File: src/rtl/raven_dac_streamer_pkg.sv
// Shared definitions for the Raven DAC sample streamer.
// Contents:
//   - reg_sel_e       : register select decoded from iomem_addr[3:2]
//   - CTRL_* / STAT_* : bit positions inside the CTRL and STAT registers
//   - DAC_BITS_DEF    : default DAC code width
//   - count_at_or_below() : FIFO-low comparison used for irq_low
package raven_dac_streamer_pkg;

    typedef enum logic [1:0] {
        REG_CTRL = 2'd0,
        REG_DIV  = 2'd1,
        REG_DATA = 2'd2,
        REG_STAT = 2'd3
    } reg_sel_e;

    // CTRL register fields
    localparam int CTRL_RUN     = 0;
    localparam int CTRL_FLUSH   = 1;
    localparam int CTRL_ENA     = 2;
    localparam int CTRL_THR_LSB = 8;
    localparam int THR_W        = 4;

    // STAT register fields
    localparam int STAT_EMPTY     = 0;
    localparam int STAT_FULL      = 1;
    localparam int STAT_UNDERRUN  = 2;
    localparam int STAT_OVERFLOW  = 3;
    localparam int STAT_COUNT_LSB = 8;
    localparam int COUNT_FIELD_W  = 8;

    localparam int DAC_BITS_DEF = 10;

    // True when the FIFO fill level has dropped to the interrupt threshold.
    function automatic logic count_at_or_below(input logic [COUNT_FIELD_W-1:0] cnt,
                                               input logic [THR_W-1:0]         thr);
        return cnt <= {{(COUNT_FIELD_W-THR_W){1'b0}}, thr};
    endfunction

endpackage

File: src/rtl/raven_dac_fifo.sv
// Sample FIFO for the Raven DAC streamer.
// Ports:
//   clk, reset      : clock, synchronous active-high reset (pointers only)
//   push_i, wdata_i : write request and sample
//   pop_i           : advance the read pointer (head_o is the current head)
//   flush_i         : empty the FIFO; takes priority over push and pop
//   head_o          : sample at the read pointer
//   full_o, empty_o : occupancy flags
//   count_o         : number of stored samples (0..DEPTH)
// A push while full is accepted only if a pop happens in the same cycle,
// in which case the new sample lands in the slot being vacated.
module raven_dac_fifo #(
    parameter int DEPTH = 16,
    parameter int WIDTH = 10
) (
    input  logic                     clk,
    input  logic                     reset,
    input  logic                     push_i,
    input  logic                     pop_i,
    input  logic                     flush_i,
    input  logic [WIDTH-1:0]         wdata_i,
    output logic [WIDTH-1:0]         head_o,
    output logic                     full_o,
    output logic                     empty_o,
    output logic [$clog2(DEPTH):0]   count_o
);

    localparam int AW = $clog2(DEPTH);

    logic [WIDTH-1:0] mem_q [DEPTH];
    logic [AW:0]      wr_q, wr_d;
    logic [AW:0]      rd_q, rd_d;
    logic             do_push;
    logic             do_pop;

    // Pointers carry an extra wrap bit so full and empty are distinguishable.
    assign empty_o = (wr_q == rd_q);
    assign full_o  = (wr_q[AW] != rd_q[AW]) && (wr_q[AW-1:0] == rd_q[AW-1:0]);
    assign count_o = wr_q - rd_q;
    assign head_o  = mem_q[rd_q[AW-1:0]];

    assign do_pop  = pop_i && !empty_o && !flush_i;
    assign do_push = push_i && (!full_o || do_pop) && !flush_i;

    always_comb begin
        wr_d = wr_q;
        rd_d = rd_q;
        if (flush_i) begin
            wr_d = '0;
            rd_d = '0;
        end else begin
            if (do_push) wr_d = wr_q + 1'b1;
            if (do_pop)  rd_d = rd_q + 1'b1;
        end
    end

    always_ff @(posedge clk) begin
        if (reset) begin
            wr_q <= '0;
            rd_q <= '0;
        end else begin
            wr_q <= wr_d;
            rd_q <= rd_d;
        end
    end

    // Sample storage is not reset; only the pointers define validity.
    always_ff @(posedge clk) begin
        if (do_push) mem_q[wr_q[AW-1:0]] <= wdata_i;
    end

endmodule

File: src/rtl/raven_dac_streamer.sv
// Memory-mapped sample streamer feeding the Raven 10-bit DAC.
// The CPU pushes samples over the picorv32 iomem bus; a programmable
// sample-period timer pops one sample per period onto dac_value.
// Ports:
//   clk, reset    : single clock, synchronous active-high reset
//   iomem_valid   : bus request
//   iomem_ready   : one-cycle acknowledge, the cycle after the request is seen
//   iomem_wstrb   : byte strobes, any nonzero value is a full-word write
//   iomem_addr    : byte address, [3:2] selects CTRL/DIV/DATA/STAT
//   iomem_wdata   : write data
//   iomem_rdata   : read data, valid while iomem_ready is high
//   dac_value     : DAC input code
//   dac_ena       : DAC enable (registered copy of CTRL.ena)
//   irq_low       : level interrupt, run && fill level <= threshold
module raven_dac_streamer
    import raven_dac_streamer_pkg::*;
#(
    parameter int DEPTH    = 16,
    parameter int DAC_BITS = DAC_BITS_DEF,
    parameter int DIV_BITS = 16
) (
    input  logic                clk,
    input  logic                reset,
    input  logic                iomem_valid,
    output logic                iomem_ready,
    input  logic [3:0]          iomem_wstrb,
    input  logic [3:0]          iomem_addr,
    input  logic [31:0]         iomem_wdata,
    output logic [31:0]         iomem_rdata,
    output logic [DAC_BITS-1:0] dac_value,
    output logic                dac_ena,
    output logic                irq_low
);

    localparam int CW = $clog2(DEPTH) + 1;

    // Architectural state
    logic                ready_q,    ready_d;
    logic                run_q,      run_d;
    logic                ena_q,      ena_d;
    logic [THR_W-1:0]    thr_q,      thr_d;
    logic [DIV_BITS-1:0] div_q,      div_d;
    logic [DIV_BITS-1:0] cnt_q,      cnt_d;
    logic                underrun_q, underrun_d;
    logic                overflow_q, overflow_d;
    logic [DAC_BITS-1:0] dac_q,      dac_d;
    logic                dac_ena_q,  dac_ena_d;
    logic                irq_q,      irq_d;

    // Decode and datapath wires
    reg_sel_e            reg_sel;
    logic                ack_wr;
    logic                wr_ctrl, wr_div, wr_data, wr_stat;
    logic                flush;
    logic                tick;
    logic                pop;
    logic [DAC_BITS-1:0] fifo_head;
    logic                fifo_full;
    logic                fifo_empty;
    logic [CW-1:0]       fifo_count;
    logic [COUNT_FIELD_W-1:0] count_ext;
    logic [31:0]         rdata_mux;
    logic                unused_bits;

    assign unused_bits = ^{iomem_addr[1:0], iomem_wdata};

    assign reg_sel = reg_sel_e'(iomem_addr[3:2]);

    // Writes commit at the end of the acknowledge cycle.
    assign ack_wr  = ready_q && iomem_valid && (iomem_wstrb != 4'b0000);
    assign wr_ctrl = ack_wr && (reg_sel == REG_CTRL);
    assign wr_div  = ack_wr && (reg_sel == REG_DIV);
    assign wr_data = ack_wr && (reg_sel == REG_DATA);
    assign wr_stat = ack_wr && (reg_sel == REG_STAT);

    assign flush = wr_ctrl && iomem_wdata[CTRL_FLUSH];
    assign tick  = run_q && (cnt_q == '0);
    // A same-cycle flush cancels the pop, so dac_value keeps its old code.
    assign pop   = tick && !fifo_empty && !flush;

    raven_dac_fifo #(
        .DEPTH (DEPTH),
        .WIDTH (DAC_BITS)
    ) u_fifo (
        .clk     (clk),
        .reset   (reset),
        .push_i  (wr_data),
        .pop_i   (pop),
        .flush_i (flush),
        .wdata_i (iomem_wdata[DAC_BITS-1:0]),
        .head_o  (fifo_head),
        .full_o  (fifo_full),
        .empty_o (fifo_empty),
        .count_o (fifo_count)
    );

    always_comb begin
        count_ext = '0;
        count_ext[CW-1:0] = fifo_count;
    end

    always_comb begin
        rdata_mux = '0;
        case (reg_sel)
            REG_CTRL: begin
                rdata_mux[CTRL_RUN] = run_q;
                rdata_mux[CTRL_ENA] = ena_q;
                rdata_mux[CTRL_THR_LSB +: THR_W] = thr_q;
            end
            REG_DIV:  rdata_mux[DIV_BITS-1:0] = div_q;
            REG_DATA: rdata_mux = '0;
            REG_STAT: begin
                rdata_mux[STAT_EMPTY]    = fifo_empty;
                rdata_mux[STAT_FULL]     = fifo_full;
                rdata_mux[STAT_UNDERRUN] = underrun_q;
                rdata_mux[STAT_OVERFLOW] = overflow_q;
                rdata_mux[STAT_COUNT_LSB +: COUNT_FIELD_W] = count_ext;
            end
        endcase
    end

    assign iomem_rdata = ready_q ? rdata_mux : 32'd0;

    always_comb begin
        // Ack is a single-cycle pulse; the cycle after it always drops.
        ready_d    = iomem_valid && !ready_q;
        run_d      = run_q;
        ena_d      = ena_q;
        thr_d      = thr_q;
        div_d      = div_q;
        cnt_d      = cnt_q;
        underrun_d = underrun_q;
        overflow_d = overflow_q;
        dac_d      = dac_q;
        dac_ena_d  = ena_q;
        irq_d      = run_q && count_at_or_below(count_ext, thr_q);

        if (wr_ctrl) begin
            run_d = iomem_wdata[CTRL_RUN];
            ena_d = iomem_wdata[CTRL_ENA];
            thr_d = iomem_wdata[CTRL_THR_LSB +: THR_W];
        end
        if (wr_div) div_d = iomem_wdata[DIV_BITS-1:0];

        // Stopped timer tracks DIV so the first tick lands DIV+1 cycles after run.
        if (!run_q)              cnt_d = div_q;
        else if (cnt_q == '0)    cnt_d = div_q;
        else                     cnt_d = cnt_q - 1'b1;

        // Flag clears come first so a same-cycle event still sets the flag.
        if (wr_stat && iomem_wdata[STAT_UNDERRUN]) underrun_d = 1'b0;
        if (wr_stat && iomem_wdata[STAT_OVERFLOW]) overflow_d = 1'b0;
        if (tick && fifo_empty)                    underrun_d = 1'b1;
        if (wr_data && fifo_full && !pop)          overflow_d = 1'b1;

        if (pop) dac_d = fifo_head;
    end

    always_ff @(posedge clk) begin
        if (reset) begin
            ready_q    <= 1'b0;
            run_q      <= 1'b0;
            ena_q      <= 1'b0;
            thr_q      <= '0;
            div_q      <= '0;
            cnt_q      <= '0;
            underrun_q <= 1'b0;
            overflow_q <= 1'b0;
            dac_q      <= '0;
            dac_ena_q  <= 1'b0;
            irq_q      <= 1'b0;
        end else begin
            ready_q    <= ready_d;
            run_q      <= run_d;
            ena_q      <= ena_d;
            thr_q      <= thr_d;
            div_q      <= div_d;
            cnt_q      <= cnt_d;
            underrun_q <= underrun_d;
            overflow_q <= overflow_d;
            dac_q      <= dac_d;
            dac_ena_q  <= dac_ena_d;
            irq_q      <= irq_d;
        end
    end

    assign iomem_ready = ready_q;
    assign dac_value   = dac_q;
    assign dac_ena     = dac_ena_q;
    assign irq_low     = irq_q;

endmodule

File: config.mk
export PLATFORM = sky130hd
export DESIGN_NAME = raven_dac_streamer
export DESIGN_NICKNAME = d
export VERILOG_FILES = /design/src/rtl/raven_dac_streamer_pkg.sv /design/src/rtl/raven_dac_fifo.sv /design/src/rtl/raven_dac_streamer.sv
export SDC_FILE = /design/constraint.sdc
export NUM_CORES = 1
export LEC_CHECK = 0
export ABC_AREA = 0
export BUFFER_PORTS_ARGS = -buffer_cell sky130_fd_sc_hd__clkbuf_2
export CAP_MARGIN = 30
export CORE_MARGIN = 2
export CORE_UTILIZATION = 50
export CTS_BUF_LIST = sky130_fd_sc_hd__clkbuf_16
export DETAILED_ROUTE_END_ITERATION = 8
export PLACE_DENSITY = 0.78
export RECOVER_POWER = 25
export SYNTH_ARGS = -nofsm -noshare
export SYNTH_HDL_FRONTEND = slang
export SYNTH_SLANG_ARGS = --single-unit
File: constraint.sdc
create_clock -name clk -period 4.7 [get_ports clk]
set_clock_uncertainty 0.15 [all_clocks]
set_input_delay 0.94 -clock clk [delete_from_list [all_inputs] [get_ports clk]]
set_output_delay 0.94 -clock clk [all_outputs]
set_load 0.02 [all_outputs]
== Yosys cells after proc, flatten, opt, wreduce, memory -nomap -nowiden ==
Memories as Yosys holds them, arrays and structs flattened. A register that Yosys moved wholly into a read port is not among the register bits.
Index checks and enable logic that the tools add are counted.

* Register bits after elaboration: 53
* Bits in writable memories: 160
* Output and inout port bits: 45
* Memories kept: 1

{| class="wikitable"
|+ Memory list
! name !! depth !! bits a word !! rd ports !! clocked after Yosys merged registers in !! wr ports !! RTL line !! source
|-
| u_fifo.mem_q || 16 || 10 || 1 || 1 || 1 || raven_dac_fifo.sv:30 || <nowiki>logic [WIDTH-1:0] mem_q [DEPTH];</nowiki>
|}

* $add $sub $neg: 4
* Magnitude comparators: 1
* Equality and inequality tests: 6
* Mux-type cells: 16
* Reduce and logical (&&, ||, !) cells: 34

{| class="wikitable"
|+ Operator list
! kind !! count
|-
| $mux W16 || 3
|-
| $logic_and A1 B1 Y1 || 22
|-
| $logic_not A16 Y1 || 1
|-
| $pmux W4 S4 || 1
|-
| $sub A16 B1 Y16 const B || 1
|-
| $add A5 B1 Y5 const B || 2
|-
| $pmux W1 S4 || 2
|-
| $pmux W4 S2 || 1
|-
| $mux W1 || 6
|-
| $eq A5 B5 Y1 || 1
|-
| $le A5 B4 Y1 || 1
|-
| $logic_not A1 Y1 || 5
|-
| $sub A5 B5 Y5 || 1
|-
| $eq A2 B2 Y1 const B || 2
|-
| $eq A4 B4 Y1 || 1
|-
| $mux W4 || 1
|-
| $pmux W1 S2 || 2
|-
| $reduce_bool A2 Y1 || 2
|-
| $reduce_bool A4 Y1 || 1
|-
| $eq A2 B1 Y1 const B || 1
|-
| $logic_not A2 Y1 || 1
|-
| $reduce_or A2 Y1 || 1
|-
| $logic_or A1 B1 Y1 || 1
|-
| $ne A1 B1 Y1 || 1
|}

== Logic depth before layout (Yosys ltp) ==
Gate-level depths: netlist of the first run.

* Word-level depth: 13
* Gate-level depth with buffers: 12

== By module ==
A second synthesis of the first run with hierarchy kept.

* Cells, all modules: 654
* Area total of the unflattened synthesis: 9574.2 um^2

{| class="wikitable"
|+ Modules (own cells, without submodules)
! module !! instances !! cells an instance !! area each (um^2) !! sequential area each (um^2)
|-
| raven_dac_fifo || 1 || 353 || 6872.8 || 5084.9
|-
| raven_dac_streamer || 1 || 301 || 2701.3 || 1061.0
|}

== Least setup slack after synthesis of the first run ==
OpenSTA, ideal clock, no wires.

* Kind: register to output
* Start point: reg u_fifo.rd_q[1]
* End point: out iomem_rdata[12]
* Arrival time: 2.461 ns
* Data required time: 3.610 ns
* Path slack: 1.149 ns
* Cell stages (with the launch flop): 10
* Cell sequence: dfxtp_1 -> clkbuf_1 -> buf_1 -> inv_1 -> fa_1 -> a21o_1 -> a21oi_1 -> xnor2_1 -> mux2i_1 -> nor2_1

* Cells in the longest elaborated chain, start to end: 3

{| class="wikitable"
|+ Ends and longest elaborated chain
! element !! RTL line !! source
|-
| start: declaration || raven_dac_fifo.sv:32 || <nowiki>logic [AW:0] rd_q, rd_d;</nowiki>
|-
| start signal: assignment || raven_dac_fifo.sv:63 || <nowiki>rd_q <= rd_d;</nowiki>
|-
| $sub A5 B5 Y5 || raven_dac_fifo.sv:39 || <nowiki>assign count_o = wr_q - rd_q;</nowiki>
|-
| $pmux W4 S2 || raven_dac_streamer.sv:104 || <nowiki>case (reg_sel)</nowiki>
|-
| $mux W16 || raven_dac_streamer.sv:122 || <nowiki>assign iomem_rdata = ready_q ? rdata_mux : 32'd0;</nowiki>
|-
| end: declaration || raven_dac_streamer.sv:29 || <nowiki>output logic [31:0] iomem_rdata,</nowiki>
|}

No other way between the ends.

== Worst setup path after layout of the first run ==
* Start point: reg u_fifo.rd_q[0]
* End point: out iomem_rdata[12]

Same word-level chain as after synthesis.

==> metrics, run 1 <==
outcome finished clean; mean area per synthesized cell 14.80 um2; Yosys reg bits 223; sequential cell area 6068 um2; CTS tree done; met2 WL 9.772 mm; fillcell total 1,459; CTS buffer count 22; initial core utilization 50.79%; Leakage 0.003617 uW; CTS sink cnt 223; largest net degree at the start of global routing 45; post-CTS setup buffers 0; vias in the first global route 5,654; async set-reset flop share out of synthesis 0%; Final setup viols 0; Die ar. 20,120 um2; area added between synthesis and finish 11.59%; RR Startpoint cnt_q[0]$_SDFF_PP0_; hold worst-path end dac_value[7]$_SDFFE_PP0N_; area of the multi-input gates 3196 um2; core area 18,710 um2; top sig layer met4; sequential element share of the synthesized area 63.85%; Ys Warns 0; layout net count 752; fin util 56.68%; CTS H-tree lvls 1; min-delay worst type flop to flop; DRT Wirelength 19.83 mm; hold-critical path depth 1; routability cong. 0.8384; via/cell ratio 5.890; Die H 141.8 um; Worst R2R Path Depth 6; share of layout cells above drive strength 1 19.75%; Data arrival, critical path 2820 ps; Worst path max stage delay 660 ps; Skew-Pair Late Insertion Delay 510 ps; Distinct cells, synth 69; met1 wire length 8.521 mm; Worst Setup Start Kind flop; crit path cell chain ha_1 -> inv_1 -> fa_1 -> a21o_1 -> a21oi_1 -> xnor2_1 -> mux2i_1 -> nor2_1 -> clkbuf_2; TritonRoute pass-1 iters 5; Fmax achieved 0.2560 GHz; first-pass GRT wire length 30.93 mm; setup_tns 0 ps; Critical Setup Path Class flop to output pin; Min-Delay Startpoint dac_value[7]$_SDFFE_PP0N_; RR Endpoint u_fifo.mem_q[8][3]$_DFFE_PP_; R2R setup slack 1180 ps; placed cell count 902; Critical Path Fanout Max 13; CTS clk-pin slew, worst paths 60 ps; antenna violations before repair 0; Cell Rows 50; worst ir drop on vdd 0.0002486 V; Avg WL per Cell 21.03 um; global route overflow 0; Syn Std Cell Area 9500 um2; diodes inserted 0; Crit. End Element output pin; # IOs 88; Crit path max-delay family flip-flops; # port buffers 53; hold buffer count at cts 0; DIE WIDTH 141.8 um; DR vias 5,554; Cells after Synth 642; worst slew pin tran 885.6 ps; Root Buffer clkbuf_16; non-filler instance count after layout 943; top_reg_cell synth edfxtp_1; drt first-iter violations 396; post-synth top area share 50.57%; ANT nets after route 0; met3 routed WL 1.097 mm; crit share post-route 83.10%; WP buf/inv 2; DR DRC count 0; RSZ-0062 raised after global routing no; EDFF count, synth 160; Pwr per Cell Area 366.5 nW/um2; clock tree buffer depth 3; CP max stage cell dfxtp_1; Tot GR Track Use 20.02%; Max Cap Viol 0; Post-DP HPWL 12.57 mm; post-CTS sizing 0; data required time at the worst endpoint 3610 ps; fin. max-slew vios 0; Final min period 3906 ps; ranking of synthesized cells by area edfxtp_1, dfxtp_1, mux4_2, mux2i_1, nor2_1; Synth area leader edfxtp_1; Fin Hold WS 335.1 ps; final hold vios 0; Slew HR 40.96%
area by class of cell:
cell class	instances	share of cell area, %
clock buffer	23	5.429
clock inverter	17	1.050
inverter	13	0.4603
multi-input combinational	374	30.14
sequential	223	57.24
tap	234	2.762
timing repair buffer	59	2.915
cell usage in the layout, fill, tap and decap left out, drive strengths merged, types with 3 or more instances in the layout:
cell and instances:
or4b 3, a22o 9, and2 14, o21ai 8, a21boi 3, and3 13, xnor2 17, o21a 3
inv 20, or4 4, a22oi 20, mux4 38, buf 6, nor3b 3, nand3 8, nor2 62
nand4 5, nor4 4, edfxtp 160, a211oi 12, nand2 20, a21oi 10, ha 15, nand2b 3
mux2i 34, clkinv 8, dfxtp 63, nor2b 9, clkbuf 76, xor2 4, nor3 9, conb 16
logic make-up after synthesis:
group           after synthesis  share of synthesized area [%]
compound gates               83                          6.677
xor+xnor                     21                          1.936
fa+ha+maj                    16                          2.186
buf+inv                      60                          3.174
flops                       223                          63.85
mux                          74                          12.83
other cells                   1                        0.03947
simple gates                164                          9.311
registers in the layout, indices dropped and copies added (netlist names), 4 cells and up:
register,count
div_q,16
u_fifo.rd_q,5
u_fifo.mem_q,160
u_fifo.wr_q,5
cnt_q,16
thr_q,4
dac_value,10
metal layers:
| layer | vias up | global-route usage [%] |
|---|---|---|
| li1 | 2546 | - |
| met1 | 2780 | 26.99 |
| met2 | 197 | 33.70 |
| met4 | 0 | 6.316 |
| met3 | 31 | 3.139 |
| met5 | - | 0 |
cells in the mapped netlist (all sizes together), types with 2 or more instances:
cell type  count
ha            15
nand2b         3
and3          13
nand4          5
mux4          38
nor2b          9
nor4b          2
a22oi         20
a21o           2
nand3          8
inv           13
nor3           9
edfxtp       160
a21oi         10
xnor2         17
a211oi        12
o311ai         2
a22o           9
mux2i         34
buf           28
nand2         20
or2            2
xor2           4
a311oi         2
clkbuf        19
a21boi         3
nor2          62
nor3b          3
o22ai          2
o21a           3
nor4           4
and2          14
or4b           3
mux2           2
o21ai          8
or4            4
dfxtp         63
how the worst max path moves through the flow:
stage                                start                             to  cells after the start
2_1_floorplan  u_fifo.rd_q[1]$_SDFFE_PP0P_                iomem_rdata[12]                      9
3_3_place_gp                 iomem_addr[2]  u_fifo.mem_q[14][5]$_DFFE_PP_                      4
3_5_place_dp                 iomem_addr[2]   u_fifo.mem_q[1][6]$_DFFE_PP_                      4
4_1_cts        u_fifo.rd_q[0]$_SDFFE_PP0P_                iomem_rdata[12]                      9
5_1_grt        u_fifo.rd_q[0]$_SDFFE_PP0P_                iomem_rdata[12]                      9
6_report       u_fifo.rd_q[0]$_SDFFE_PP0P_                iomem_rdata[12]                      9
through the flow:
step	total power (uW)	setup slack, ps	area (um2)
detailed placement	2259	1096	9908
global route	3987	691.6	10600
CTS	3908	809.0	10600
floorplan	2223	1149	9557
finish	3885	794.5	10600
global placement	2254	1172	9908
report_power, final:
part | total (uW) | switching [uW] | leakage, uW | internal (uW)
logic | 104 | 77.2 | 0.00131 | 27.0
registers | 2110 | 4.90 | 0.00195 | 2110
clock network | 1670 | 726 | 0.000362 | 942
No activity file was read; power rests on OpenSTA's default activity.
==> run 2, diff against run 1 <==
clock period = 3.8 ns   (was 4.7 ns; I/O delays follow)
==> metrics, run 2 (synthesis results as in run 1) <==
CTS buffer count 23 (was 22); post-CTS setup buffers 0 (unchanged); Root Buffer clkbuf_16 (unchanged); CTS sink cnt 223 (unchanged); antenna violations before repair 0 (unchanged); drt first-iter violations 400 (was 396); Cell Rows 50 (unchanged); Die ar. 20,120 um2 (unchanged); Avg WL per Cell 21.16 um (was 21.03 um); ANT nets after route 0 (unchanged); routability cong. 0.8358 (was 0.8384); diodes inserted 0 (unchanged); max reg flops 160 (unchanged); Fin Hold WS 322.9 ps (was 335.1 ps); DR vias 5,628 (was 5,554); # IOs 88 (unchanged); Leakage 0.003647 uW (was 0.003617 uW); Skew-Pair Late Insertion Delay 510 ps (about the same); data required time at the worst endpoint 2890 ps (was 3610 ps); DIE WIDTH 141.8 um (unchanged); largest net degree at the start of global routing 45 (unchanged); RSZ-0062 raised after global routing no (unchanged); Final min period 3557 ps; Post-DP HPWL 13.08 mm (was 12.57 mm); Crit. End Element output pin (unchanged); layout net count 759 (was 752); global route overflow 0 (unchanged); min-delay worst type flop to flop (unchanged); Pwr per Cell Area 464.9 nW/um2 (was 366.5 nW/um2); DRT Wirelength 20.13 mm (was 19.83 mm); Final setup viols 0 (unchanged); Critical Path Fanout Max 5 (was 13); setup_tns 0 ps (unchanged); most frequent cells in the layout edfxtp_1, dfxtp_1, nor2_1, clkbuf_2, mux4_2 (unchanged); CTS clk-pin slew, worst paths 60 ps (about the same); core area 18,710 um2 (unchanged); via/cell ratio 5.918 (was 5.890); fin. max-slew vios 0 (unchanged); Die H 141.8 um (unchanged); crit share post-route 93.60%; outcome finished clean (unchanged); met2 WL 9.543 mm (was 9.772 mm); # port buffers 53 (unchanged); Worst Setup Start Kind flop (unchanged); clock tree buffer depth 3 (unchanged); Tot GR Track Use 20.43% (was 20.02%); area added between synthesis and finish 12.75% (was 11.59%); Slew HR 32.83% (was 40.96%); share of layout cells above drive strength 1 21.34% (was 19.75%); Fmax achieved 0.2812 GHz; Data arrival, critical path 2650 ps (was 2820 ps); first-pass GRT wire length 31.35 mm (was 30.93 mm); Critical Setup Path Class flop to output pin (unchanged); fin util 57.26% (was 56.68%); worst ir drop on vdd 0.0003052 V (was 0.0002486 V); placed cell count 908 (was 902); initial core utilization 50.79% (unchanged); non-filler instance count after layout 951 (was 943); top sig layer met4 (unchanged); worst slew pin tran 1008 ps (was 885.6 ps); final hold vios 0 (unchanged); TritonRoute pass-1 iters 5 (unchanged); DR DRC count 0 (unchanged); met3 routed WL 1.104 mm (was 1.097 mm); Max Cap Viol 0 (unchanged); met1 wire length 8.904 mm (was 8.521 mm); vias in the first global route 5,618 (was 5,654); CTS H-tree lvls 1 (unchanged); CTS tree done (unchanged); most common cell after layout, fill and taps aside edfxtp_1 (unchanged)
## run 2: cell count changes in the layout (fill, tap and decap cells not counted), moves of 2 or more
cell and delta:
clkinv_1 +3, clkinvlp_4 +2, bufinv_16 +2, inv_1 -7, clkinv_2 +2, buf_4 +6
## run 2: what timing repair did
item,4_1_cts,5_1_grt
hold buffers,0,0
setup endpoints to repair,0,1
resized for setup,0,1
## run 2: metal layers
metal,GRT usage (%),up-vias
met4,6.526,0
met3,3.004,38
met1,29.46,2845
met5,0,-
li1,-,2547
met2,32.45,198
## run 2: layout make-up
cell class	count	area [um2]
flip-flops and latches	223	6068
well taps	234	292.8
repair buffers	65	354.1
fillers	1424	7994
inverters	13	48.80
clock buffers	23	575.6
multi-input cells	374	3198
clock inverters	19	173.9
## run 2: worst max-delay path, cell delays in order, from the launching register on
cell and delay, ps:
dfxtp_1 360, inv_1 150, ha_1 200, inv_1 60
fa_1 390, a21o_1 180, a21oi_1 170, xnor2_1 200
mux2i_1 120, nor2_1 120, clkbuf_2 180
## run 2: power breakdown
group | total [uW] | leakage [uW] | switching, uW | internal (uW)
Sequential | 2610 | 0.00195 | 5.89 | 2610
Combinational | 135 | 0.00134 | 99.6 | 35.6
Clock | 2230 | 0.000364 | 920 | 1310
Total | 4980 | 0.00365 | 1030 | 3950
## run 2: per-stage QoR
step	cell area [um2]	setup slack, ps	power [uW]
global placement	9953	586.9	2793
global route	10710	120.6	5117
CTS	10700	168.8	5004
finish	10710	243.3	4980
detailed placement	9953	500.5	2801
floorplan	9557	429.5	2749
## run 2: path summary, 6_finish.rpt
kind / slack (ps) / end / from / cells past startpoint
setup / recovery: 240 / iomem_rdata[12] / u_fifo.wr_q[0]$_SDFFE_PP0P_ / 10
hold / removal: 320 / cnt_q[0]$_SDFF_PP0_ / cnt_q[0]$_SDFF_PP0_ / 1
setup reg to reg: 570 / u_fifo.mem_q[10][4]$_DFFE_PP_ / cnt_q[0]$_SDFF_PP0_ / 6
hold reg to reg: 320 / cnt_q[0]$_SDFF_PP0_ / cnt_q[0]$_SDFF_PP0_ / 1
